$ cat config.mk
export PLATFORM = sky130hd
export DESIGN_NAME = rtr_next_hop_addr_track
export DESIGN_NICKNAME = d
export VERILOG_FILES = /design/src/rtl/rtr_next_hop_addr_track_pkg.sv /design/src/rtl/rtr_next_hop_addr_track_calc.sv /design/src/rtl/rtr_next_hop_addr_track.sv
export SDC_FILE = /design/constraint.sdc
export NUM_CORES = 1
export LEC_CHECK = 0
export CAP_MARGIN = 15
export CORE_ASPECT_RATIO = 0.5
export CORE_MARGIN = 2
export CORE_UTILIZATION = 40
export CTS_CLUSTER_SIZE = 16
export DETAILED_ROUTE_END_ITERATION = 12
export PLACE_DENSITY = 0.78
export SLEW_MARGIN = 10
export SYNTH_ARGS = -nofsm -noshare
export SYNTH_HDL_FRONTEND = slang
export SYNTH_SLANG_ARGS = --single-unit
export TNS_END_PERCENT = 1
$ cat constraint.sdc
create_clock -name clk -period 1.5 [get_ports clk]
set_input_delay 0.225 -clock clk [delete_from_list [all_inputs] [get_ports clk]]
set_output_delay 0.225 -clock clk [all_outputs]
set_load 0.03 [all_outputs]
$ cat src/rtl/rtr_next_hop_addr_track_pkg.sv
// Shared constants, per-VC state encoding and width helpers for the
// registered next-hop address tracker.
package rtr_next_hop_addr_track_pkg;

  localparam int CONNECTIVITY_LINE = 0;
  localparam int CONNECTIVITY_RING = 1;
  localparam int CONNECTIVITY_FULL = 2;

  localparam int ROUTING_TYPE_PHASED_DOR = 0;

  typedef enum logic {
    RTR_NHA_STATE_IDLE   = 1'b0,
    RTR_NHA_STATE_ACTIVE = 1'b1
  } nha_state_e;

  function automatic int clogb(input int value);
    int width = 0;
    for (int v = value - 1; v > 0; v = v >> 1) width++;
    return width;
  endfunction

  function automatic int num_neighbors_per_dim(input int connectivity,
                                               input int num_routers_per_dim);
    return (connectivity == CONNECTIVITY_FULL) ? num_routers_per_dim - 1 : 2;
  endfunction

endpackage

$ cat src/rtl/rtr_next_hop_addr_track_calc.sv
// Combinational next-hop address and ring dateline computation for one
// head flit's lookahead route port.
module rtr_next_hop_addr_calc
  import rtr_next_hop_addr_track_pkg::*;
#(
  parameter int num_routers_per_dim = 4,
  parameter int num_dimensions      = 2,
  parameter int connectivity        = CONNECTIVITY_LINE,
  parameter int port_idx_width      = 3,
  localparam int dim_addr_width     = clogb(num_routers_per_dim),
  localparam int router_addr_width  = num_dimensions * dim_addr_width
) (
  input  logic [router_addr_width-1:0] router_address,
  input  logic [router_addr_width-1:0] dest_addr,
  input  logic [port_idx_width-1:0]    route_port,
  output logic [router_addr_width-1:0] next_addr,
  output logic                         next_dateline
);

  localparam int num_neighbors = num_neighbors_per_dim(connectivity, num_routers_per_dim);
  localparam logic [dim_addr_width-1:0] dim_max = dim_addr_width'(num_routers_per_dim - 1);
  localparam bit ring = (connectivity == CONNECTIVITY_RING);

  // Without wrap the coordinate rolls over modulo 2^dim_addr_width.
  function automatic logic [dim_addr_width-1:0] c_incr(input logic [dim_addr_width-1:0] a,
                                                       input logic wrap);
    return (wrap && (a == dim_max)) ? '0 : a + dim_addr_width'(1);
  endfunction

  function automatic logic [dim_addr_width-1:0] c_decr(input logic [dim_addr_width-1:0] a,
                                                       input logic wrap);
    return (wrap && (a == '0)) ? dim_max : a - dim_addr_width'(1);
  endfunction

  logic [dim_addr_width-1:0] coord;

  // Ejection ports match no dimension, so they fall through to router_address.
  always_comb begin
    next_addr     = router_address;
    next_dateline = 1'b0;
    coord         = '0;
    for (int d = 0; d < num_dimensions; d++) begin
      coord = router_address[d*dim_addr_width +: dim_addr_width];
      if (connectivity == CONNECTIVITY_FULL) begin
        if ((int'(route_port) >= d * num_neighbors) &&
            (int'(route_port) < (d + 1) * num_neighbors))
          next_addr[d*dim_addr_width +: dim_addr_width] =
            dest_addr[d*dim_addr_width +: dim_addr_width];
      end else if (int'(route_port) == 2 * d) begin
        next_addr[d*dim_addr_width +: dim_addr_width] = c_decr(coord, ring);
        if (ring && (coord == '0)) next_dateline = 1'b1;
      end else if (int'(route_port) == 2 * d + 1) begin
        next_addr[d*dim_addr_width +: dim_addr_width] = c_incr(coord, ring);
        if (ring && (coord == dim_max)) next_dateline = 1'b1;
      end
    end
  end

endmodule

$ cat src/rtl/rtr_next_hop_addr_track.sv
// Per-VC registered next-hop address tracker: computes on head flits and
// holds the result for the VC until its next head.
//   state  | meaning
//   IDLE   | no packet in flight on this VC; only a head flit is legal
//   ACTIVE | head seen without tail; body/tail flits expected
module rtr_next_hop_addr_track
  import rtr_next_hop_addr_track_pkg::*;
#(
  parameter int num_vcs              = 4,
  parameter int num_resource_classes = 2,
  parameter int num_routers_per_dim  = 4,
  parameter int num_dimensions       = 2,
  parameter int num_nodes_per_router = 1,
  parameter int connectivity         = CONNECTIVITY_LINE,
  parameter int routing_type         = ROUTING_TYPE_PHASED_DOR,
  localparam int dim_addr_width      = clogb(num_routers_per_dim),
  localparam int router_addr_width   = num_dimensions * dim_addr_width,
  localparam int num_ports           = num_dimensions *
                                       num_neighbors_per_dim(connectivity, num_routers_per_dim) +
                                       num_nodes_per_router,
  localparam int port_idx_width      = clogb(num_ports),
  localparam int rcsel_width         = clogb(num_resource_classes),
  localparam int lar_info_width      = port_idx_width + rcsel_width,
  localparam int dest_info_width     = num_resource_classes * router_addr_width +
                                       clogb(num_nodes_per_router)
) (
  input  logic                                 clk,
  input  logic                                 reset,
  input  logic [router_addr_width-1:0]         router_address,
  input  logic                                 flit_valid,
  input  logic                                 flit_head,
  input  logic                                 flit_tail,
  input  logic [num_vcs-1:0]                   flit_sel_ivc,
  input  logic [dest_info_width-1:0]           dest_info,
  input  logic [lar_info_width-1:0]            lar_info,
  output logic                                 next_addr_valid,
  output logic [router_addr_width-1:0]         next_addr,
  output logic                                 next_dateline,
  output logic [num_vcs*router_addr_width-1:0] vc_next_addr,
  output logic [num_vcs-1:0]                   vc_active,
  output logic [num_vcs-1:0]                   error
);

  logic [port_idx_width-1:0]    route_port;
  logic [router_addr_width-1:0] dest_addr;
  logic [router_addr_width-1:0] calc_addr;
  logic                         calc_dateline;
  logic [num_vcs-1:0]           sel_oh;
  logic [num_vcs-1:0]           latch_vc;
  logic [num_vcs-1:0]           err_set;
  logic                         head_accept;
  nha_state_e                   state_q [num_vcs];
  nha_state_e                   state_d [num_vcs];

  assign route_port = lar_info[lar_info_width-1 -: port_idx_width];

  if (num_resource_classes > 1) begin : g_rcsel
    logic [rcsel_width-1:0] route_rcsel;
    assign route_rcsel = lar_info[rcsel_width-1:0];
    assign dest_addr   = dest_info[int'(route_rcsel)*router_addr_width +: router_addr_width];
  end else begin : g_single_rc
    assign dest_addr = dest_info[router_addr_width-1:0];
  end

  rtr_next_hop_addr_calc #(
    .num_routers_per_dim (num_routers_per_dim),
    .num_dimensions      (num_dimensions),
    .connectivity        (connectivity),
    .port_idx_width      (port_idx_width)
  ) u_calc (
    .router_address (router_address),
    .dest_addr      (dest_addr),
    .route_port     (route_port),
    .next_addr      (calc_addr),
    .next_dateline  (calc_dateline)
  );

  // Isolate the lowest set bit so a malformed multi-hot select still picks one VC.
  assign sel_oh      = flit_valid ? (flit_sel_ivc & (~flit_sel_ivc + num_vcs'(1))) : '0;
  assign head_accept = flit_head && (|sel_oh);

  always_ff @(posedge clk) begin
    if (reset) begin
      for (int i = 0; i < num_vcs; i++) state_q[i] <= RTR_NHA_STATE_IDLE;
    end else begin
      for (int i = 0; i < num_vcs; i++) state_q[i] <= state_d[i];
    end
  end

  always_comb begin
    latch_vc = '0;
    err_set  = '0;
    for (int i = 0; i < num_vcs; i++) begin
      state_d[i] = state_q[i];
      if (sel_oh[i]) begin
        if (flit_head) begin
          latch_vc[i] = 1'b1;
          err_set[i]  = (state_q[i] == RTR_NHA_STATE_ACTIVE);
          state_d[i]  = flit_tail ? RTR_NHA_STATE_IDLE : RTR_NHA_STATE_ACTIVE;
        end else if (state_q[i] == RTR_NHA_STATE_IDLE) begin
          err_set[i] = 1'b1;
        end else if (flit_tail) begin
          state_d[i] = RTR_NHA_STATE_IDLE;
        end
      end
    end
  end

  always_comb begin
    vc_active = '0;
    for (int i = 0; i < num_vcs; i++) vc_active[i] = (state_q[i] == RTR_NHA_STATE_ACTIVE);
  end

  always_ff @(posedge clk) begin
    if (reset) begin
      next_addr_valid <= 1'b0;
      next_addr       <= '0;
      next_dateline   <= 1'b0;
      vc_next_addr    <= '0;
      error           <= '0;
    end else begin
      next_addr_valid <= head_accept;
      if (head_accept) begin
        next_addr     <= calc_addr;
        next_dateline <= calc_dateline;
      end
      for (int i = 0; i < num_vcs; i++)
        if (latch_vc[i]) vc_next_addr[i*router_addr_width +: router_addr_width] <= calc_addr;
      error <= error | err_set;
    end
  end

  a_sel_onehot : assert property (@(posedge clk) disable iff (reset)
                                  flit_valid |-> $onehot(flit_sel_ivc));
  a_routing_type : assert property (@(posedge clk) routing_type == ROUTING_TYPE_PHASED_DOR);

endmodule

==> results.rst, run 1 <==
.. list-table::
   :header-rows: 1

   * - Metric
     - Value
   * - Final routed wire length divided by cell count
     - 14.04 um
   * - Multi-input gate area
     - 579.3 um^2
   * - I/O Buffers
     - 44
   * - Clock transition at the registers of the reported paths
     - 0.06 ns
   * - Portion of total power attributed to the clock network
     - 0.429
   * - Switching power as a share of total power
     - 0.2533
   * - Layout Skew
     - 0.003301 ns
   * - Final Worst Setup Slack
     - 0.02374 ns
   * - Post-layout minimum cycle time
     - 1.476 ns
   * - Detailed-placement wirelength estimate
     - 2164 um
   * - Clock buffer count from CTS
     - 5
   * - Final Slew Violations
     - 0
   * - Min-Delay Startpoint
     - error[2]
   * - Critical-path maximum fanout
     - 1
   * - Arrival time reported for the critical path endpoint
     - 1.25 ns
   * - Worst reg2reg startpoint
     - state_q[0]
   * - Antenna Violating Nets Remaining
     - 0
   * - Crit path required time
     - 1.27 ns
   * - Placed cells
     - 210
   * - Number of iterations in the first detailed-routing pass
     - 4
   * - YS warnings
     - 0
   * - Number of buffer and inverter instances along the worst setup path
     - 1
   * - Worst min-delay path class
     - flip-flop to flip-flop
   * - Buffers from clock root to sink, at most
     - 2
   * - Number of DRC markers in iteration 0
     - 21
   * - Top metal layer carrying routed signals
     - met4
   * - Maximum vdd ir drop
     - 0.0005702 V
   * - Final cycle utilization of the critical path
     - 0.9842
   * - Layout-stage area growth over the synthesis result
     - 57.89%
   * - Area enclosed by the die boundary
     - 0.003474 mm^2
   * - Final hold vios
     - 0
   * - Num ports
     - 55
   * - Relative contribution of sequential cells to total power
     - 0.410
   * - Family with the most delay on the worst path
     - buffers and inverters
   * - Tot GR Track Use
     - 0.1904
   * - Layout net count
     - 205
   * - Clock tree from TritonCTS
     - done
   * - Area of all sequential standard cells
     - 580.6 um^2
   * - Maximum Capacitance Violations
     - 0
   * - Buffer cell driving the clock tree root
     - sky130_fd_sc_hd__clkbuf_8
   * - Routed length on met1
     - 1415 um
   * - Remaining global-route overflow
     - 0
   * - Net count after synthesis
     - 148
   * - Hold-critical path endpoint
     - error[2]
   * - Worst-case headroom to the max-slew limit
     - 0.6088
   * - FMAX
     - 0.6774 GHz
   * - Layout cells sized above 1
     - 0.2099
   * - Post-synthesis cell area
     - 0.001197 mm^2
   * - Least-Margin Pin Slew
     - 0.5826 ns
   * - Routed via count
     - 1160
   * - Drt total wl
     - 3061 um
   * - Combinational Power Share
     - 0.161
   * - Post-Syn Instances
     - 123
   * - Non-filler instance count after layout
     - 218
   * - Antenna fix cells
     - 0
   * - Internal cell power
     - 1.482 mW
   * - Met2 layer wire length in the routed design
     - 1480 um
   * - Total met3 wirelength after detailed routing
     - 119 um
   * - Sequential fraction of the synthesis area
     - 0.4848
   * - Element type at the critical path start
     - flip-flop
   * - Reg-to-reg endpoint
     - error[0]
   * - Distinct cells, synth
     - 28
   * - Cell breakdown of the critical path
     - clkdlybuf4s50_1
   * - Number of cells traversed by the worst register-to-register path
     - 3
   * - Hold-critical path depth
     - 2
   * - Sw Pwr
     - 0.5026 mW
   * - DIE HEIGHT
     - 42.69 um
   * - Post-synthesis average cell area
     - 9.735 um^2
   * - P per Cell Area
     - 1050 mW/mm^2
   * - RSZ-0062 raised after global routing
     - true
   * - Summed negative setup slack over all endpoints
     - 0 ns
   * - CTS H-tree depth
     - 2
   * - Largest stage delay, worst path
     - 0.66 ns
   * - Most frequent cells in the layout
     - sky130_fd_sc_hd__dfxtp_1 (29), sky130_fd_sc_hd__dlygate4sd2_1 (29), sky130_fd_sc_hd__a21oi_1 (16), sky130_fd_sc_hd__buf_4 (16)
   * - Number of setup buffers added after CTS
     - 0
   * - R2R setup slack
     - 0.71 ns
   * - Leakage dissipation
     - 0.8028 nW
   * - Critical path type
     - flip-flop to output port
   * - Fill cell total of the finished layout
     - 232
   * - Clock insertion delay at the later pin of the skew report
     - 0.28 ns
   * - Maximum number of pins on one net before global-route repair
     - 30
   * - Floorplan row count
     - 13
   * - Post-DR vias/cell
     - 5.321
   * - Global-route wire length before repair
     - 4857 um
   * - Number of antenna violations at the first check in global routing
     - 0
   * - Critical-path top delay cell
     - sky130_fd_sc_hd__clkdlybuf4s50_1
   * - Routability congestion estimate from global placement
     - 0.7578
   * - Clock sinks
     - 29
   * - Width of the die
     - 81.38 um
   * - Via count of the first global-routing pass
     - 1088
   * - Result of the run
     - completed
   * - Initial core utilization
     - 0.4408
   * - Number of storage elements in the synthesis netlist
     - 29
   * - Remaining design rule violation count
     - 0
   * - Setup violators final
     - 0
   * - Overall power after layout
     - 1.984 mW
   * - Element type at the critical path end
     - output port
   * - Area of the core
     - 0.002716 mm^2
   * - Post-Place Worst Slack
     - -0.4431 ns
## flip-flops by register name (all words and copies together), names as in the netlist
name / cells
next_addr_valid: 1
state_q: 4
error: 4
next_addr: 4
vc_next_addr: 16
## synth_stat cells (all sizes together)
master  number  area, um^2
and4bb       1       12.51
nor4b        1       15.01
clkbuf       5       18.77
and3         1       7.510
a21oi       16       80.08
and3b        1       10.01
or4          2       18.77
buf          7       46.29
a311oi      12       105.1
o21a         1       7.510
nor2        15       56.30
conb         1       3.750
and2         4       27.53
dfxtp       29       580.6
o31ai        1       7.510
or3          1       6.260
nand2b       1       6.260
a31oi        2       12.51
xnor2        5       43.79
xor2         3       26.28
nor2b        1       6.260
a211oi      11       82.58
o21ai        1       5.000
and4b        1       11.26
## how the worst max path moves through the flow
stage	startpoint	end	slack [ns]	depth (start not counted)
6_report	next_addr_valid	next_addr_valid	0.02	1
5_1_grt	flit_sel_ivc[1]	next_addr[1]	-0.02	4
4_1_cts	lar_info[3]	vc_next_addr[11]	0.02	4
3_5_place_dp	flit_sel_ivc[0]	next_addr[1]	-0.44	4
3_3_place_gp	flit_sel_ivc[0]	next_addr[1]	-0.38	4
2_1_floorplan	flit_sel_ivc[0]	next_addr[1]	0.24	3
## repair_timing
| action | 4_1_cts | 5_1_grt |
|---|---|---|
| gates cloned | 0 | 0 |
| resized for setup | 29 | 6 |
| endpoints found under the setup margin | 33 | 14 |
| hold buffers | 0 | 0 |
## tightest hold or removal path: stages, from the launching register on
cell and delay, ns:
sky130_fd_sc_hd__dfxtp_1 0.33, sky130_fd_sc_hd__a21oi_1 0.04, sky130_fd_sc_hd__nor2_1 0.07
## per-stage QoR
step	hold slack [ns]	instance area, um^2	utilization
final	0.4767	1891	0.6960
after detailed placement	0.4656	1779	0.6550
after floorplan	0.3206	1197	-
after CTS	0.4699	1863	0.6859
after global placement	0.4463	1779	0.6550
after global routing	0.5007	1891	0.6960
## layout make-up
cell class                 count  area share
tap                           37     0.02449
sequential                    29      0.3071
timing repair buffer          62      0.2985
multi-input combinational     82      0.3064
clock inverter                 2     0.01985
clock buffer                   6     0.04368
## power by group through the flow
stage / combinational, mW / clock (mW) / sequential (mW)
after floorplan: 0.115 / 0 / 0.880
after global placement: 0.323 / 0 / 0.831
after detailed placement: 0.329 / 0 / 0.831
after CTS: 0.310 / 0.868 / 0.813
after global routing: 0.343 / 0.897 / 0.816
final: 0.319 / 0.852 / 0.813
## logic make-up (layout without fill, tap and decap cells)
| kind of cell | after synthesis | after routing | share of synthesized area |
|---|---|---|---|
| other cells | 1 | 1 | 0.003132 |
| flops | 29 | 29 | 0.4849 |
| buf+inv | 12 | 70 | 0.05433 |
| xor+xnor | 8 | 8 | 0.05852 |
| simple gates | 29 | 29 | 0.1484 |
| compound gates | 44 | 44 | 0.2508 |
## routing by layer
layer	vias to the layer above	GRT usage
li1	567	-
met1	556	0.2350
met2	31	0.3016
met3	6	0.06596
met4	0	0.08136
met5	-	0
(Power assumes the default switching activity.)
==> run 2: changes to the inputs <==
Settings changed: GPL_ROUTABILITY_DRIVEN set to 0, SETUP_SLACK_MARGIN set to 0.02.
==> results.rst, run 2 (synthesis results as in run 1) <==
.. list-table::
   :header-rows: 1

   * - Metric
     - Value
   * - Maximum vdd ir drop
     - 0.0005621 V (was 0.0005702 V)
   * - Drt total wl
     - 3015 um (was 3061 um)
   * - Number of DRC markers in iteration 0
     - 20 (was 21)
   * - Reg-to-reg endpoint
     - error[0] (unchanged)
   * - Layout net count
     - 205 (unchanged)
   * - Family with the most delay on the worst path
     - simple AND/OR/NAND/NOR gates (was buffers and inverters)
   * - Post-CTS Hold Buffers
     - 0 (unchanged)
   * - Most flop-heavy register
     - vc_next_addr (unchanged)
   * - Antenna Violating Nets Remaining
     - 0 (unchanged)
   * - Number of buffer and inverter instances along the worst setup path
     - 1 (unchanged)
   * - Remaining global-route overflow
     - 0 (unchanged)
   * - Critical path destination
     - next_addr[1] (was next_addr_valid)
   * - Crit path required time
     - 1.70 ns (was 1.27 ns)
   * - Critical path type
     - primary input to flip-flop (was flip-flop to output port)
   * - Arrival time reported for the critical path endpoint
     - 1.67 ns (was 1.25 ns)
   * - Number of iterations in the first detailed-routing pass
     - 4 (unchanged)
   * - Post-layout minimum cycle time
     - 1.471 ns (was 1.476 ns)
   * - Buffer cell driving the clock tree root
     - sky130_fd_sc_hd__clkbuf_8 (unchanged)
   * - Final cycle utilization of the critical path
     - 0.9806 (was 0.9842)
   * - Result of the run
     - completed (unchanged)
   * - Area of the core
     - 0.002716 mm^2 (unchanged)
   * - Final hold vios
     - 0 (unchanged)
   * - Non-filler instance count after layout
     - 218 (unchanged)
   * - Layout cells sized above 1
     - 0.2155 (was 0.2099)
   * - Area enclosed by the die boundary
     - 0.003474 mm^2 (unchanged)
   * - Maximum Capacitance Violations
     - 0 (unchanged)
   * - Width of the die
     - 81.38 um (unchanged)
   * - Routed via count
     - 1167 (was 1160)
   * - Final Slew Violations
     - 0 (unchanged)
   * - Number of antenna violations at the first check in global routing
     - 0 (unchanged)
   * - Area of all sequential standard cells
     - 580.6 um^2 (unchanged)
   * - FMAX
     - 0.6798 GHz (was 0.6774 GHz)
   * - Largest stage delay, worst path
     - 0.56 ns (was 0.66 ns)
   * - Post-DR vias/cell
     - 5.353 (was 5.321)
   * - Most frequent cells in the layout
     - sky130_fd_sc_hd__dfxtp_1 (29), sky130_fd_sc_hd__dlygate4sd2_1 (29), sky130_fd_sc_hd__a21oi_1 (16), sky130_fd_sc_hd__buf_4 (16), sky130_fd_sc_hd__nor2_1 (15) (was sky130_fd_sc_hd__dfxtp_1 (29), sky130_fd_sc_hd__dlygate4sd2_1 (29), sky130_fd_sc_hd__a21oi_1 (16), sky130_fd_sc_hd__buf_4 (16))
   * - Num ports
     - 55 (unchanged)
   * - Post-route standard cell area excluding fillers
     - 0.001899 mm^2 (was 0.001891 mm^2)
   * - Critical-path maximum fanout
     - 5 (was 1)
   * - Clock tree from TritonCTS
     - done (unchanged)
   * - Leakage dissipation
     - 0.8202 nW (was 0.8028 nW)
   * - Post-Place Worst Slack
     - -0.4431 ns (unchanged)
   * - Element type at the critical path end
     - flip-flop (was output port)
   * - CTS H-tree depth
     - 2 (unchanged)
   * - Final routed wire length divided by cell count
     - 13.83 um (was 14.04 um)
   * - Cell breakdown of the critical path
     - clkdlybuf4s50_1 -> or4_4 -> and2_4 -> a311oi_2 (was clkdlybuf4s50_1)
   * - Clock insertion delay at the later pin of the skew report
     - 0.28 ns (about the same)
   * - RSZ-0062 raised after global routing
     - true (unchanged)
   * - Clock transition at the registers of the reported paths
     - 0.07 ns (was 0.06 ns)
   * - Count of cell instances traversed by the critical path
     - 4 (was 1)
   * - Remaining design rule violation count
     - 0 (unchanged)
   * - Timing startpoint of the critical path
     - flit_sel_ivc[1] (was next_addr_valid)
   * - Initial core utilization
     - 0.4408 (unchanged)
   * - Setup violators final
     - 0 (unchanged)
   * - Floorplan row count
     - 13 (unchanged)
   * - Least-Margin Pin Slew
     - 0.5518 ns (was 0.5826 ns)
   * - Buffers from clock root to sink, at most
     - 2 (unchanged)
   * - Placed inst area
     - 0.001779 mm^2 (unchanged)
   * - DIE HEIGHT
     - 42.69 um (unchanged)
   * - Fill cell total of the finished layout
     - 229 (was 232)
   * - Maximum number of pins on one net before global-route repair
     - 30 (unchanged)
   * - Number of cells traversed by the worst register-to-register path
     - 3 (unchanged)
   * - Worst-case headroom to the max-slew limit
     - 0.6295 (was 0.6088)
   * - Global-route wire length before repair
     - 4857 um (unchanged)
   * - Via count of the first global-routing pass
     - 1088 (unchanged)
   * - Clock sinks
     - 29 (unchanged)
   * - R2R setup slack
     - 0.71 ns (about the same)
   * - I/O Buffers
     - 44 (unchanged)
   * - Number of setup buffers added after CTS
     - 0 (unchanged)
   * - Summed negative setup slack over all endpoints
     - 0 ns (unchanged)
   * - Detailed-placement wirelength estimate
     - 2164 um (unchanged)
   * - Final Worst Setup Slack
     - 0.02908 ns (was 0.02374 ns)
   * - Clock buffer count from CTS
     - 5 (unchanged)
   * - P per Cell Area
     - 1044 mW/mm^2 (was 1050 mW/mm^2)
   * - Antenna fix cells
     - 0 (unchanged)
   * - Tot GR Track Use
     - 0.1904 (unchanged)
   * - Largest register FFs
     - 16 (unchanged)
   * - Element type at the critical path start
     - primary input (was flip-flop)
   * - Worst min-delay path class
     - flip-flop to flip-flop (unchanged)
   * - Critical-path top delay cell
     - sky130_fd_sc_hd__or4_4 (was sky130_fd_sc_hd__clkdlybuf4s50_1)
   * - Layout-stage area growth over the synthesis result
     - 58.62% (was 57.89%)
   * - Multi-input gate area
     - 585.6 um^2 (was 579.3 um^2)
   * - Worst reg2reg startpoint
     - state_q[0] (unchanged)
   * - Placed cells
     - 210 (unchanged)
   * - Layout Skew
     - 0.003110 ns (was 0.003301 ns)
[run 2: cell types whose count changed in the layout (fill, tap and decap cells not counted), sizes merged]
cell | previous run | this run
dlymetal6s2s | 0 | 1
clkdlybuf4s50 | 15 | 14
[run 2: report_power, final]
part	switching [mW]	leakage, nW	internal (mW)
Combinational	0.177	0.527	0.144
Sequential	0.0142	0.236	0.799
Clock	0.310	0.0574	0.539
Total	0.501	0.820	1.48
[run 2: timing repair]
action	4_1_cts	5_1_grt
pin swaps	0	0
resized for setup	30	7
endpoints found under the setup margin	34	16
[run 2: per-stage QoR]
step / power, mW / hold slack, ns / utilization
global placement: 1.154 / 0.4463 / 0.6550
global route: 2.058 / 0.5007 / 0.6992
finish: 1.984 / 0.4768 / 0.6992
CTS: 1.991 / 0.4699 / 0.6859
floorplan: 0.9949 / 0.3206 / -
detailed placement: 1.160 / 0.4656 / 0.6550
[run 2: worst min-delay path by stage]
| stage | start | end | slack [ns] | cells past startpoint |
|---|---|---|---|---|
| 3_3_place_gp | error[0] | error[0] | 0.45 | 2 |
| 5_1_grt | flit_sel_ivc[0] | state_q[0] | 0.50 | 2 |
| 3_5_place_dp | error[0] | error[0] | 0.47 | 2 |
| 4_1_cts | flit_sel_ivc[0] | state_q[0] | 0.47 | 2 |
| 2_1_floorplan | flit_tail | state_q[1] | 0.32 | 1 |
| 6_report | error[2] | error[2] | 0.48 | 2 |
[run 2: routing by layer]
metal	routed length (um)	GRT usage	vias to the layer above
met3	149	0.06596	5
li1	-	-	572
met4	29	0.08136	0
met2	1462	0.3016	42
met1	1373	0.2350	548
met5	0	0	-
[run 2: layout make-up]
class                      count  share of cell area
clock inverter                 2             0.01976
timing repair buffer          62              0.2984
multi-input combinational     82              0.3083
sequential                    29              0.3057
clock buffer                   6             0.04348
tap                           37             0.02437
[run 2: worst register-to-register path, cell delays in order (launching register included)]
cell	delay, ns
sky130_fd_sc_hd__dfxtp_1	0.33
sky130_fd_sc_hd__xnor2_1	0.12
sky130_fd_sc_hd__a31oi_1	0.17
sky130_fd_sc_hd__nor2_1	0.06
==> run 3: changes to the inputs <==
Settings changed: CORE_MARGIN 2 to 10.
Clock period 1.5 ns to 1.6 ns, I/O delays scaled along.
==> results.rst, run 3 (synthesis results as in run 1) <==
.. list-table::
   :header-rows: 1

   * - Metric
     - Value
   * - Met2 track demand over resource
     - 0.2013 (was 0.3016)
   * - Placed cells
     - 212 (was 210)
   * - Layer with the highest usage after global routing
     - met2 (unchanged)
   * - Final cycle utilization of the critical path
     - 0.9602
   * - Final routed wire length divided by cell count
     - 15.39 um (was 13.83 um)
   * - Number of DRC markers in iteration 0
     - 57 (was 20)
   * - DIE HEIGHT
     - 58.69 um (was 42.69 um)
   * - Drt total wl
     - 3385 um (was 3015 um)
   * - Critical-path top delay cell
     - sky130_fd_sc_hd__clkdlybuf4s50_1 (was sky130_fd_sc_hd__or4_4)
   * - Element type at the critical path end
     - output port (was flip-flop)
   * - Summed negative setup slack over all endpoints
     - 0 ns (unchanged)
   * - Final Slew Violations
     - 0 (unchanged)
   * - Number of setup buffers added after CTS
     - 0 (unchanged)
   * - Layout-stage area growth over the synthesis result
     - 58.93% (was 58.62%)
   * - Initial core utilization
     - 0.4408 (unchanged)
   * - Multi-input gate area
     - 559.3 um^2 (was 585.6 um^2)
   * - Setup violators final
     - 0 (unchanged)
   * - Remaining design rule violation count
     - 0 (unchanged)
   * - Buffers from clock root to sink, at most
     - 2 (unchanged)
   * - Result of the run
     - completed (unchanged)
   * - Critical-path maximum fanout
     - 2 (was 5)
   * - Post-layout minimum cycle time
     - 1.536 ns
   * - Area of all sequential standard cells
     - 580.6 um^2 (unchanged)
   * - Final hold vios
     - 0 (unchanged)
   * - Routed via count
     - 1155 (was 1167)
   * - Antenna Violating Nets Remaining
     - 0 (unchanged)
   * - Post-Place Worst Slack
     - -0.1841 ns (was -0.4431 ns)
   * - Layout cells sized above 1
     - 0.1913 (was 0.2155)
   * - Detailed-placement wirelength estimate
     - 2619 um (was 2164 um)
   * - Clock tree from TritonCTS
     - done (unchanged)
   * - FMAX
     - 0.6509 GHz
   * - Buffer cell driving the clock tree root
     - sky130_fd_sc_hd__clkbuf_8 (unchanged)
   * - Area of the core
     - 0.002716 mm^2 (unchanged)
   * - Post-DR vias/cell
     - 5.250 (was 5.353)
   * - Element type at the critical path start
     - flip-flop (was primary input)
   * - Least-Margin Pin Slew
     - 0.5195 ns (was 0.5518 ns)
   * - Via count of the first global-routing pass
     - 1105 (was 1088)
   * - Layout net count
     - 207 (was 205)
   * - Leakage dissipation
     - 0.8162 nW (was 0.8202 nW)
   * - Largest register FFs
     - 16 (unchanged)
   * - Global-route wire length before repair
     - 5533 um (was 4857 um)
   * - Met3 layer usage reported by global route
     - 0.05122 (was 0.06596)
   * - CTS H-tree depth
     - 2 (unchanged)
   * - Family with the most delay on the worst path
     - buffers and inverters (was simple AND/OR/NAND/NOR gates)
   * - Global routing met1 resource utilization
     - 0.1314 (was 0.2350)
   * - Clock buffer count from CTS
     - 5 (unchanged)
   * - Worst-case headroom to the max-slew limit
     - 0.6512 (was 0.6295)
   * - Most flop-heavy register
     - vc_next_addr (unchanged)
   * - Area enclosed by the die boundary
     - 0.005715 mm^2 (was 0.003474 mm^2)
   * - P per Cell Area
     - 866.7 mW/mm^2 (was 1044 mW/mm^2)
   * - Fill cell total of the finished layout
     - 221 (was 229)
   * - Maximum vdd ir drop
     - 0.0004957 V (was 0.0005621 V)
   * - Clock insertion delay at the later pin of the skew report
     - 0.28 ns (about the same)
   * - Critical path type
     - flip-flop to output port (was primary input to flip-flop)
   * - Largest stage delay, worst path
     - 0.68 ns (was 0.56 ns)
   * - Most common cell after layout, fill and taps aside
     - sky130_fd_sc_hd__clkdlybuf4s50_1
   * - Num ports
     - 55 (unchanged)
   * - Antenna fix cells
     - 0 (unchanged)
   * - RSZ-0062 raised after global routing
     - false (was true)
   * - Remaining global-route overflow
     - 0 (unchanged)
   * - Worst min-delay path class
     - flip-flop to flip-flop (unchanged)
   * - Floorplan row count
     - 13 (unchanged)
   * - Crit path required time
     - 1.36 ns (was 1.70 ns)
   * - I/O Buffers
     - 44 (unchanged)
   * - Post-CTS Hold Buffers
     - 0 (unchanged)
   * - Maximum number of pins on one net before global-route repair
     - 30 (unchanged)
   * - Layout Skew
     - 0.0002989 ns (was 0.003110 ns)
   * - Clock transition at the registers of the reported paths
     - 0.06 ns (was 0.07 ns)
   * - Cell breakdown of the critical path
     - clkdlybuf4s50_1 (was clkdlybuf4s50_1 -> or4_4 -> and2_4 -> a311oi_2)
   * - Number of buffer and inverter instances along the worst setup path
     - 1 (unchanged)
   * - Number of iterations in the first detailed-routing pass
     - 4 (unchanged)
   * - Maximum Capacitance Violations
     - 0 (unchanged)
   * - Most frequent cells in the layout
     - sky130_fd_sc_hd__clkdlybuf4s50_1 (35), sky130_fd_sc_hd__dfxtp_1 (29), sky130_fd_sc_hd__buf_4 (18), sky130_fd_sc_hd__a21oi_1 (16), sky130_fd_sc_hd__nor2_1 (15) (was sky130_fd_sc_hd__dfxtp_1 (29), sky130_fd_sc_hd__dlygate4sd2_1 (29), sky130_fd_sc_hd__a21oi_1 (16), sky130_fd_sc_hd__buf_4 (16), sky130_fd_sc_hd__nor2_1 (15))
   * - Clock sinks
     - 29 (unchanged)
   * - Number of antenna violations at the first check in global routing
     - 0 (unchanged)
   * - Arrival time reported for the critical path endpoint
     - 1.30 ns (was 1.67 ns)
   * - Tot GR Track Use
     - 0.1210 (was 0.1904)
   * - Non-filler instance count after layout
     - 220 (was 218)
   * - Final Worst Setup Slack
     - 0.06362 ns (was 0.02908 ns)
   * - Width of the die
     - 97.38 um (was 81.38 um)
-- run 3: worst paths after layout --
check                                  start      endpoint  slack (ns)  depth (start not counted)
worst min register to register      error[0]      error[0]        0.48                          2
worst max register to register    state_q[3]      error[3]        0.82                          3
worst max-delay path            next_addr[3]  next_addr[3]        0.06                          1
worst min-delay path                error[0]      error[0]        0.48                          2
-- run 3: layer usage --
metal  vias to the layer above  part of all wire
li1                        574                 -
met2                        28              0.49
met4                         0             0.024
met3                         6             0.060
met5                         -                 0
met1                       547              0.42
-- run 3: power by group --
part           switching (mW)  leakage (nW)  internal (mW)  total, mW
clock                   0.271        0.0450          0.300      0.571
sequential             0.0137         0.236          0.749      0.763
combinational           0.164         0.535          0.151      0.315
-- run 3: repair_timing --
item | 4_1_cts | 5_1_grt
gates resized for setup | 1 | 10
gates cloned | 0 | 0
endpoints found under the setup margin | 3 | 14
-- run 3: final cells by class --
| cell class | count | area share |
|---|---|---|
| Sequential cell | 29 | 0.3051 |
| Clock buffer | 6 | 0.03813 |
| Clock inverter | 2 | 0.005260 |
| Tap cell | 37 | 0.02433 |
| Multi-Input combinational cell | 82 | 0.2939 |
| Timing Repair Buffer | 64 | 0.3333 |
-- run 3: through the flow --
| step | util | power, mW | area, um^2 | hold WS (ns) |
|---|---|---|---|---|
| finish | 0.7006 | 1.649 | 1903 | 0.4752 |
| global route | 0.7006 | 1.729 | 1903 | 0.5054 |
| CTS | 0.6905 | 1.664 | 1876 | 0.4789 |
| detailed placement | 0.6605 | 1.094 | 1794 | 0.4622 |
| global placement | 0.6605 | 1.087 | 1794 | 0.4456 |
| floorplan | - | 0.9327 | 1197 | 0.3356 |
